File: src/rtl/damy_memory_param_be.sv
// Byte-enabled single-port-per-direction memory with pipelined reads and a
// zero-fill sweep that runs after reset or on request.
module damy_memory_param_be #(
  parameter int P_DATA_W     = 256,
  parameter int P_ADDR_W     = 4,
  parameter int P_RD_LATENCY = 1
) (
  input  logic                  iCLOCK,
  input  logic                  iRESET,
  input  logic                  iCLEAR,
  output logic                  oBUSY,
  input  logic                  iWR_ENA,
  input  logic [P_ADDR_W-1:0]   iWR_ADDR,
  input  logic [P_DATA_W-1:0]   iWR_DATA,
  input  logic [P_DATA_W/8-1:0] iBYTE_ENA,
  input  logic                  iRD_REQ,
  input  logic [P_ADDR_W-1:0]   iRD_ADDR,
  output logic                  oRD_VALID,
  output logic [P_DATA_W-1:0]   oRD_DATA,
  output logic                  oREQ_REJECT
);

  localparam int DEPTH = 2 ** P_ADDR_W;
  localparam int NB    = P_DATA_W / 8;

  generate
    if (P_RD_LATENCY < 1 || P_RD_LATENCY > 4 || P_DATA_W < 8 || (P_DATA_W % 8) != 0) begin : g_param_err
      $fatal(1, "damy_memory_param_be: illegal P_RD_LATENCY or P_DATA_W");
    end
  endgenerate

  typedef enum logic {IDLE, CLEAR} state_t;

  state_t              state_reg, state_next;
  logic [P_ADDR_W-1:0] clr_cnt_reg, clr_cnt_next;
  logic                busy, wr_accept, rd_accept, wr_hit;
  logic                reject_reg;

  logic [P_DATA_W-1:0] mem [DEPTH];
  logic [P_DATA_W-1:0] mem_rd, rd_merged;

  logic [P_RD_LATENCY-1:0] vld_reg;
  logic [P_DATA_W-1:0]     dat_reg [P_RD_LATENCY];

  always_ff @(posedge iCLOCK or posedge iRESET) begin
    if (iRESET) begin
      state_reg   <= CLEAR;
      clr_cnt_reg <= '0;
    end else begin
      state_reg   <= state_next;
      clr_cnt_reg <= clr_cnt_next;
    end
  end

  always_comb begin
    state_next   = state_reg;
    clr_cnt_next = clr_cnt_reg;
    case (state_reg)
      IDLE: begin
        if (iCLEAR) begin
          state_next   = CLEAR;
          clr_cnt_next = '0;
        end
      end
      CLEAR: begin
        clr_cnt_next = clr_cnt_reg + P_ADDR_W'(1);
        if (clr_cnt_reg == '1) state_next = IDLE;
      end
      default: state_next = CLEAR;
    endcase
  end

  assign busy      = (state_reg == CLEAR);
  assign wr_accept = !busy && iWR_ENA;
  assign rd_accept = !busy && iRD_REQ;
  assign wr_hit    = wr_accept && (iWR_ADDR == iRD_ADDR);

  // Sweep has priority; requests are never accepted while it runs anyway.
  always_ff @(posedge iCLOCK) begin
    if (busy) begin
      mem[clr_cnt_reg] <= '0;
    end else if (wr_accept) begin
      for (int k = 0; k < NB; k++) begin
        if (iBYTE_ENA[k]) mem[iWR_ADDR][8*k +: 8] <= iWR_DATA[8*k +: 8];
      end
    end
  end

  // Write-first bypass: the read sees the byte-merged value being written.
  assign mem_rd = mem[iRD_ADDR];
  generate
    for (genvar gi = 0; gi < NB; gi++) begin : g_merge
      assign rd_merged[8*gi +: 8] = (wr_hit && iBYTE_ENA[gi]) ? iWR_DATA[8*gi +: 8]
                                                              : mem_rd[8*gi +: 8];
    end
  endgenerate

  always_ff @(posedge iCLOCK or posedge iRESET) begin
    if (iRESET) begin
      vld_reg    <= '0;
      reject_reg <= 1'b0;
      for (int i = 0; i < P_RD_LATENCY; i++) dat_reg[i] <= '0;
    end else begin
      vld_reg[0] <= rd_accept;
      dat_reg[0] <= rd_merged;
      for (int i = 1; i < P_RD_LATENCY; i++) begin
        vld_reg[i] <= vld_reg[i-1];
        dat_reg[i] <= dat_reg[i-1];
      end
      reject_reg <= busy && (iWR_ENA || iRD_REQ);
    end
  end

  assign oBUSY       = busy;
  assign oRD_VALID   = vld_reg[P_RD_LATENCY-1];
  assign oRD_DATA    = vld_reg[P_RD_LATENCY-1] ? dat_reg[P_RD_LATENCY-1] : '0;
  assign oREQ_REJECT = reject_reg;

endmodule
File: config.mk
export PLATFORM = sky130hd
export DESIGN_NAME = damy_memory_param_be
export DESIGN_NICKNAME = d
export VERILOG_FILES = /design/src/rtl/damy_memory_param_be.sv
export SDC_FILE = /design/constraint.sdc
export NUM_CORES = 2
export LEC_CHECK = 0
export CAP_MARGIN = 25
export CORE_AREA = 2 2 597 748
export DETAILED_ROUTE_END_ITERATION = 8
export DIE_AREA = 0 0 599 750
export GPL_TIMING_DRIVEN = 0
export PLACE_DENSITY = 0.66
export SYNTH_ARGS = -nofsm -noshare
export SYNTH_HDL_FRONTEND = slang
export SYNTH_SLANG_ARGS = --single-unit
File: constraint.sdc
create_clock -name iCLOCK -period 11.7 [get_ports iCLOCK]
set_input_delay 3.51 -clock iCLOCK [delete_from_list [all_inputs] [get_ports iCLOCK]]
set_output_delay 3.51 -clock iCLOCK [all_outputs]
set_load 0.03 [all_outputs]
# --- Yosys cells after proc, flatten, opt, wreduce, memory -nomap -nowiden ---
# Memory sizes are Yosys's and may differ from the RTL's. A register that Yosys moved wholly into a read port is not among the register bits.
# Cells that the tools add are included.
word_totals:
  regBits: 295
  input_bits: 301
  memories: 1
  ram_bits: 4096
memory_table:
  columns: ["memory", "depth", "width", "read_ports", "rd_clocked_by_memory_dff", "write_ports", "line_no", "rtl"]
  rows:
  - ["mem", 16, 256, 1, 1, 1, "39", "logic [P_DATA_W-1:0] mem [DEPTH];"]
op_classes:
  bitwise: 33
  muxes: 171
  n_eq_ne: 3
  reduce_logical: 6
  add_sub_neg: 1
op_table:
  columns: ["cell", "count"]
  rows:
  - ["256-bit 2-to-1 mux", 2]
  - ["8-bit 2-to-1 mux", 32]
  - ["256-bit OR reduction", 1]
  - ["1-bit 2-to-1 mux", 132]
  - ["1-bit AND", 32]
  - ["32-bit 2-to-1 mux", 1]
  - ["4-bit 2-to-1 mux", 2]
  - ["4-bit case mux with 2 select lines", 1]
  - ["4-bit by 1-bit adder with 4-bit output, second input constant", 1]
  - ["4-bit == test", 1]
  - ["4-bit == test, second input constant", 1]
  - ["1-bit logical AND", 3]
  - ["2-bit inequality test, second input constant", 1]
  - ["1-bit case mux with 2 select lines", 1]
  - ["1-bit zero test", 1]
  - ["1-bit logical OR", 1]
  - ["1-bit NOT", 1]

# --- Depth between registers and ports, before layout ---
logic_depth:
  ltp_word: 7
  depth_mapped: 8

# --- Worst setup path after synthesis ---
# No wires, ideal clock.
synth_timing:
  path_type: "input-to-reg"
  from: "input port iBYTE_ENA[8]"
  to: "memory mem[1][100], enable pin"
  arrival_ps: 5093
  setup_time_ps: 370
  path_buffers: 3
  setup_slack_ps: 6237
  required_ps: 11330
  stages: 8
  path_cell_list: "nor4_1 -> and4_1 -> a21bo_2 -> buf_4 -> buf_6 -> a21oi_2 -> buf_2 -> nor2_1"
synth_between:
  elab_chain_cells: 6
  word_cells_on_any_way: 7
  classes_between: "mux (6); reduce/logical (1)"
synth_rtl:
  columns: ["element", "line_no", "rtl"]
  rows:
  - ["start, declared", "15", "input logic [P_DATA_W/8-1:0] iBYTE_ENA,"]
  - ["1-bit 2-to-1 mux (*)", "84", "if (iBYTE_ENA[k]) mem[iWR_ADDR][8*k +: 8] <= iWR_DATA[8*k +: 8];"]
  - ["1-bit 2-to-1 mux (*)", "82", "end else if (wr_accept) begin"]
  - ["1-bit 2-to-1 mux (*)", "80", "if (busy) begin"]
  - ["1-bit 2-to-1 mux (implied by the code) (*)", "84", null]
  - ["256-bit OR reduction (no source line) (*)", null, null]
  - ["4-bit 2-to-1 mux (no source line) / 32-bit 2-to-1 mux (equally long branches)", null, null]
  - ["end, declared", "39", null]
# Every way passes the cells marked *; elsewhere a longest branch is shown, timed or not.

# --- Final worst setup path ---
layout_timing:
  from: "register vld_reg (netlist: oRD_VALID)"
  to: "output port oRD_DATA[19]"
layout_between:
  elab_chain_cells: 1
layout_rtl:
  columns: ["element", "line_no", "rtl"]
  rows:
  - ["start, declared", "42", "logic [P_RD_LATENCY-1:0] vld_reg;"]
  - ["start signal, assigned by index", "107", "vld_reg[i] <= vld_reg[i-1];"]
  - ["256-bit 2-to-1 mux", "116", "assign oRD_DATA = vld_reg[P_RD_LATENCY-1] ? dat_reg[P_RD_LATENCY-1] : '0;"]
  - ["end, declared", "19", "output logic [P_DATA_W-1:0] oRD_DATA,"]
# Every way passes these cells.

==> flow_summary.ini <==
[synth]
synthesis.area_um2 = 176000
synth_async_sr_flop_share_pct = 6.35
netlist-cell-type-count = 41
synth.ff_latch_count = 4647
yosysMostFrequentCell = sky130_fd_sc_hd__edfxtp_1
ys_top_cells_by_count = sky130_fd_sc_hd__edfxtp_1 (4096), sky130_fd_sc_hd__mux4_2 (1147), sky130_fd_sc_hd__nor2_1 (524)
synthDominantAreaCellType = sky130_fd_sc_hd__edfxtp_1
synth-main-ff-cell = sky130_fd_sc_hd__edfxtp_1
ys_top_cells_by_area = sky130_fd_sc_hd__edfxtp_1 (70%), sky130_fd_sc_hd__mux4_2 (15%), sky130_fd_sc_hd__dfrtp_1 (4.2%), sky130_fd_sc_hd__dfxtp_1 (2.9%), sky130_fd_sc_hd__mux2i_1 (2.2%)
synth-edff-count = 4096
avgSynthCellArea_um2 = 21.3
yosys_warnings = 0
synth_top_area_share_pct = 69.8
synthCells = 8289
syn_nets = 8591
seq_area_frac_synth_pct = 76.9

[sta]
setup_viol = 0
max_freq_mhz = 117
hold_viol = 0
final.min_clock_period_ns = 8.56
rsz0062_at_grt = false
relSlewSlack_pct = 16.4
max_slew.worst_pin.slew_ns = 1.22
clock-skew-final_ns = 0.0936
maxSlewViolCount = 0
final.period_utilization_pct = 73.2

[critical_path]
timing.critical_path.max_delay_family = buffers and inverters
worstSetupPathType = flip-flop to output port
timing.critical_path.cells = clkbuf_2 -> buf_16 -> clkbuf_1 -> nor2b_1 -> clkdlybuf4s50_1
critical-path-max-stage-delay_ns = 0.95
r2r_setup_slack_ns = 7.30
cp_data_required_time_ns = 8.19
cp_num_buf_inv = 4
maximum_fanout_along_the_worst_path = 10
worstSetupEndpointType = output port
crit_arrival_ns = 5.05
worstSetupStartpointType = flip-flop
timing.critical_path.slowest_stage_cell = sky130_fd_sc_hd__nor2b_1

[routing]
drt_wl_cell_um = 33.4
dr.pass1.iters = 5
detail_route.iter0.violations = 11000
finalWirelength_um = 525000
postRouteAntennaNets = 0
num_vias = 89600
route.detailed.vias_per_inst = 5.71
detailed_route_drc_error_count = 0

[clock_tree]
cts_tree = done
cts_buffer_depth = 4
clkLatencyLatePin_ns = 1.05
cts.sink_count = 4647
cts.hold.buffers_added = 0
htreeDepth = 5
cts_made_buffers = 431
path_clk_slew_ns = 0.06
ctsResizeCount = 0
clock-root-buffer = sky130_fd_sc_hd__clkbuf_16
postCtsSetupRepairBufs = 0

[layout]
design.final.nets = 9658
stdcell_count = 15700
layout-area-overhead-vs-synth_pct = 16.4
layout.core_utilization_pct = 46.3
final_layout_size_suffix_gt1_share_pct = 21.9
n_fill_cell = 36400

[global_route]
gr-usage-met3_pct = 5.57
gr-max-usage-layer = met2
grt_start_max_net_pins = 100
met2_track_demand_over_resource_in_global_routing_pct = 38.0
globalRouteTotalUtil_pct = 23.0
grt_pass1_wl_um = 712000
global_route.usage.met1_pct = 28.2
grt_antenna_before_repair = 79
grt_pass1_vias = 90300
globalRoute.totalOverflow = 0

[power]
power.ir.vdd_worst_mv = 0.158
cell_area_power_density_nw_per_um2 = 210
power.static_leakage_uw = 0.0685

[floorplanning]
initial_core_util_pct = 39.8
chipHeight_um = 750
floorplan.rows = 274
fp.dieArea_um2 = 449000
die_width_um = 599
boundaryPins = 560
floorplan.core_area_um2 = 443000

[placed_design]
detailed_place_hpwl_um = 364000
finalWeightedCongestion = 0.853
dp.cells = 14800
place.port_buffers = 555

[hold_path]
timing.hold.worst.class = flip-flop to flip-flop

[status]
run_status = completed

[flow_run]
cap_violations = 0
==> layer usage <==
| metal | up-vias | part of all wire [%] |
|---|---|---|
| met2 | 5052 | 49 |
| met5 | - | 0.050 |
| li1 | 35700 | - |
| met4 | 42 | 5.7 |
| met3 | 1055 | 10 |
| met1 | 47700 | 35 |
==> placed cells by master (no fill, tap or decap), types with 4 or more instances in the layout <==
master                            instances
sky130_fd_sc_hd__edfxtp_1              4096
sky130_fd_sc_hd__mux4_2                1147
sky130_fd_sc_hd__clkdlybuf4s50_1        555
sky130_fd_sc_hd__nor2_1                 524
sky130_fd_sc_hd__clkbuf_16              434
sky130_fd_sc_hd__mux2i_1                393
sky130_fd_sc_hd__nor2b_1                390
sky130_fd_sc_hd__clkbuf_1               357
sky130_fd_sc_hd__dfrtp_1                294
sky130_fd_sc_hd__and2_1                 288
sky130_fd_sc_hd__dfxtp_1                256
sky130_fd_sc_hd__a21oi_1                170
sky130_fd_sc_hd__buf_2                  164
sky130_fd_sc_hd__a211oi_1               141
sky130_fd_sc_hd__clkinv_2                72
sky130_fd_sc_hd__buf_4                   67
sky130_fd_sc_hd__clkinv_1                65
sky130_fd_sc_hd__bufinv_16               48
sky130_fd_sc_hd__clkbuf_8                36
sky130_fd_sc_hd__diode_2                 33
sky130_fd_sc_hd__buf_8                   33
sky130_fd_sc_hd__clkbuf_2                21
sky130_fd_sc_hd__buf_1                   21
sky130_fd_sc_hd__clkinv_16               18
sky130_fd_sc_hd__clkinvlp_4              15
sky130_fd_sc_hd__buf_6                   12
sky130_fd_sc_hd__clkinv_4                12
sky130_fd_sc_hd__buf_16                  11
sky130_fd_sc_hd__a21oi_2                 10
sky130_fd_sc_hd__nor4_1                   8
sky130_fd_sc_hd__nand2b_1                 8
sky130_fd_sc_hd__nand2_1                  6
sky130_fd_sc_hd__nor3_1                   6
sky130_fd_sc_hd__buf_12                   6
sky130_fd_sc_hd__inv_6                    5
sky130_fd_sc_hd__clkinv_8                 4
sky130_fd_sc_hd__inv_16                   4
==> metrics by stage <==
step / hold slack [ns] / setup TNS, ns / area [um^2] / worst slack (ns) / total power (uW)
global placement: 0.628 / -2041.51 / 189000 / -7.09 / 28500
CTS: 0.637 / 0 / 205000 / 3.17 / 43200
detailed placement: 0.622 / 0 / 190000 / 2.93 / 28900
global route: 0.668 / 0 / 205000 / 3.12 / 44300
floorplan: 0.562 / 0 / 176000 / 0.0442 / 25600
finish: 0.638 / 0 / 205000 / 3.14 / 43200
==> layout make-up <==
| cell class | count | area, um^2 | share of cell area, % |
|---|---|---|---|
| sequential | 4647 | 136000 | 66.0 |
| multi-input combinational | 3120 | 38400 | 18.7 |
| clock inverter | 246 | 3010 | 1.47 |
| buffer | 519 | 2410 | 1.17 |
| clock buffer | 565 | 11700 | 5.71 |
| antenna | 33 | 82.6 | 0.0402 |
| timing repair buffer | 634 | 6700 | 3.26 |
| inverter | 3 | 18.8 | 0.00914 |
| tap | 5934 | 7420 | 3.62 |
==> path summary, 6_finish.rpt <==
path | startpoint | endpoint | cells after the start
worst min register to register | clr_cnt_reg[1]$_DFFE_PP0P_ | clr_cnt_reg[1]$_DFFE_PP0P_ | 3
worst min-delay path | clr_cnt_reg[1]$_DFFE_PP0P_ | clr_cnt_reg[1]$_DFFE_PP0P_ | 3
worst max register to register | oBUSY$_DFF_PP1_ | mem[15][185]$_DFFE_PP_ | 7
min in group asynchronous | iRESET | asynchronous set/reset pin | 2
max in group asynchronous | iRESET | asynchronous set/reset pin | 3
worst max-delay path | oRD_VALID$_DFF_PP0_ | oRD_DATA[19] | 5
==> cells by family (layout without fill, tap and decap cells) <==
family | count (synthesis) | in the layout | share of synthesized area, %
buffers and inverters | 522 | 1967 | 1.35
adders and majority gates | 1 | 1 | 0.00710
muxes | 1540 | 1540 | 16.9
AOI/OAI and AO/OA | 334 | 334 | 1.20
and+or+nand+nor | 1241 | 1241 | 3.66
DFF | 4647 | 4647 | 76.9
other | 0 | 33 | 0
xor gates and xnor gates | 4 | 4 | 0.0199
==> tightest hold or removal path, cell delays in order, from the launching register on <==
cell	delay (ns)
sky130_fd_sc_hd__dfrtp_1	0.34
sky130_fd_sc_hd__ha_1	0.12
sky130_fd_sc_hd__nand2_1	0.05
sky130_fd_sc_hd__o21ai_0	0.07
==> power by group <==
group	switching (uW)	internal, uW	leakage, uW	total, uW
clock network	6370	8180	0.00713	14600
logic	4730	1890	0.0168	6620
registers	613	21400	0.0446	22000
total	11700	31500	0.0685	43200
Note: power is estimated with default switching activity, not from simulation.
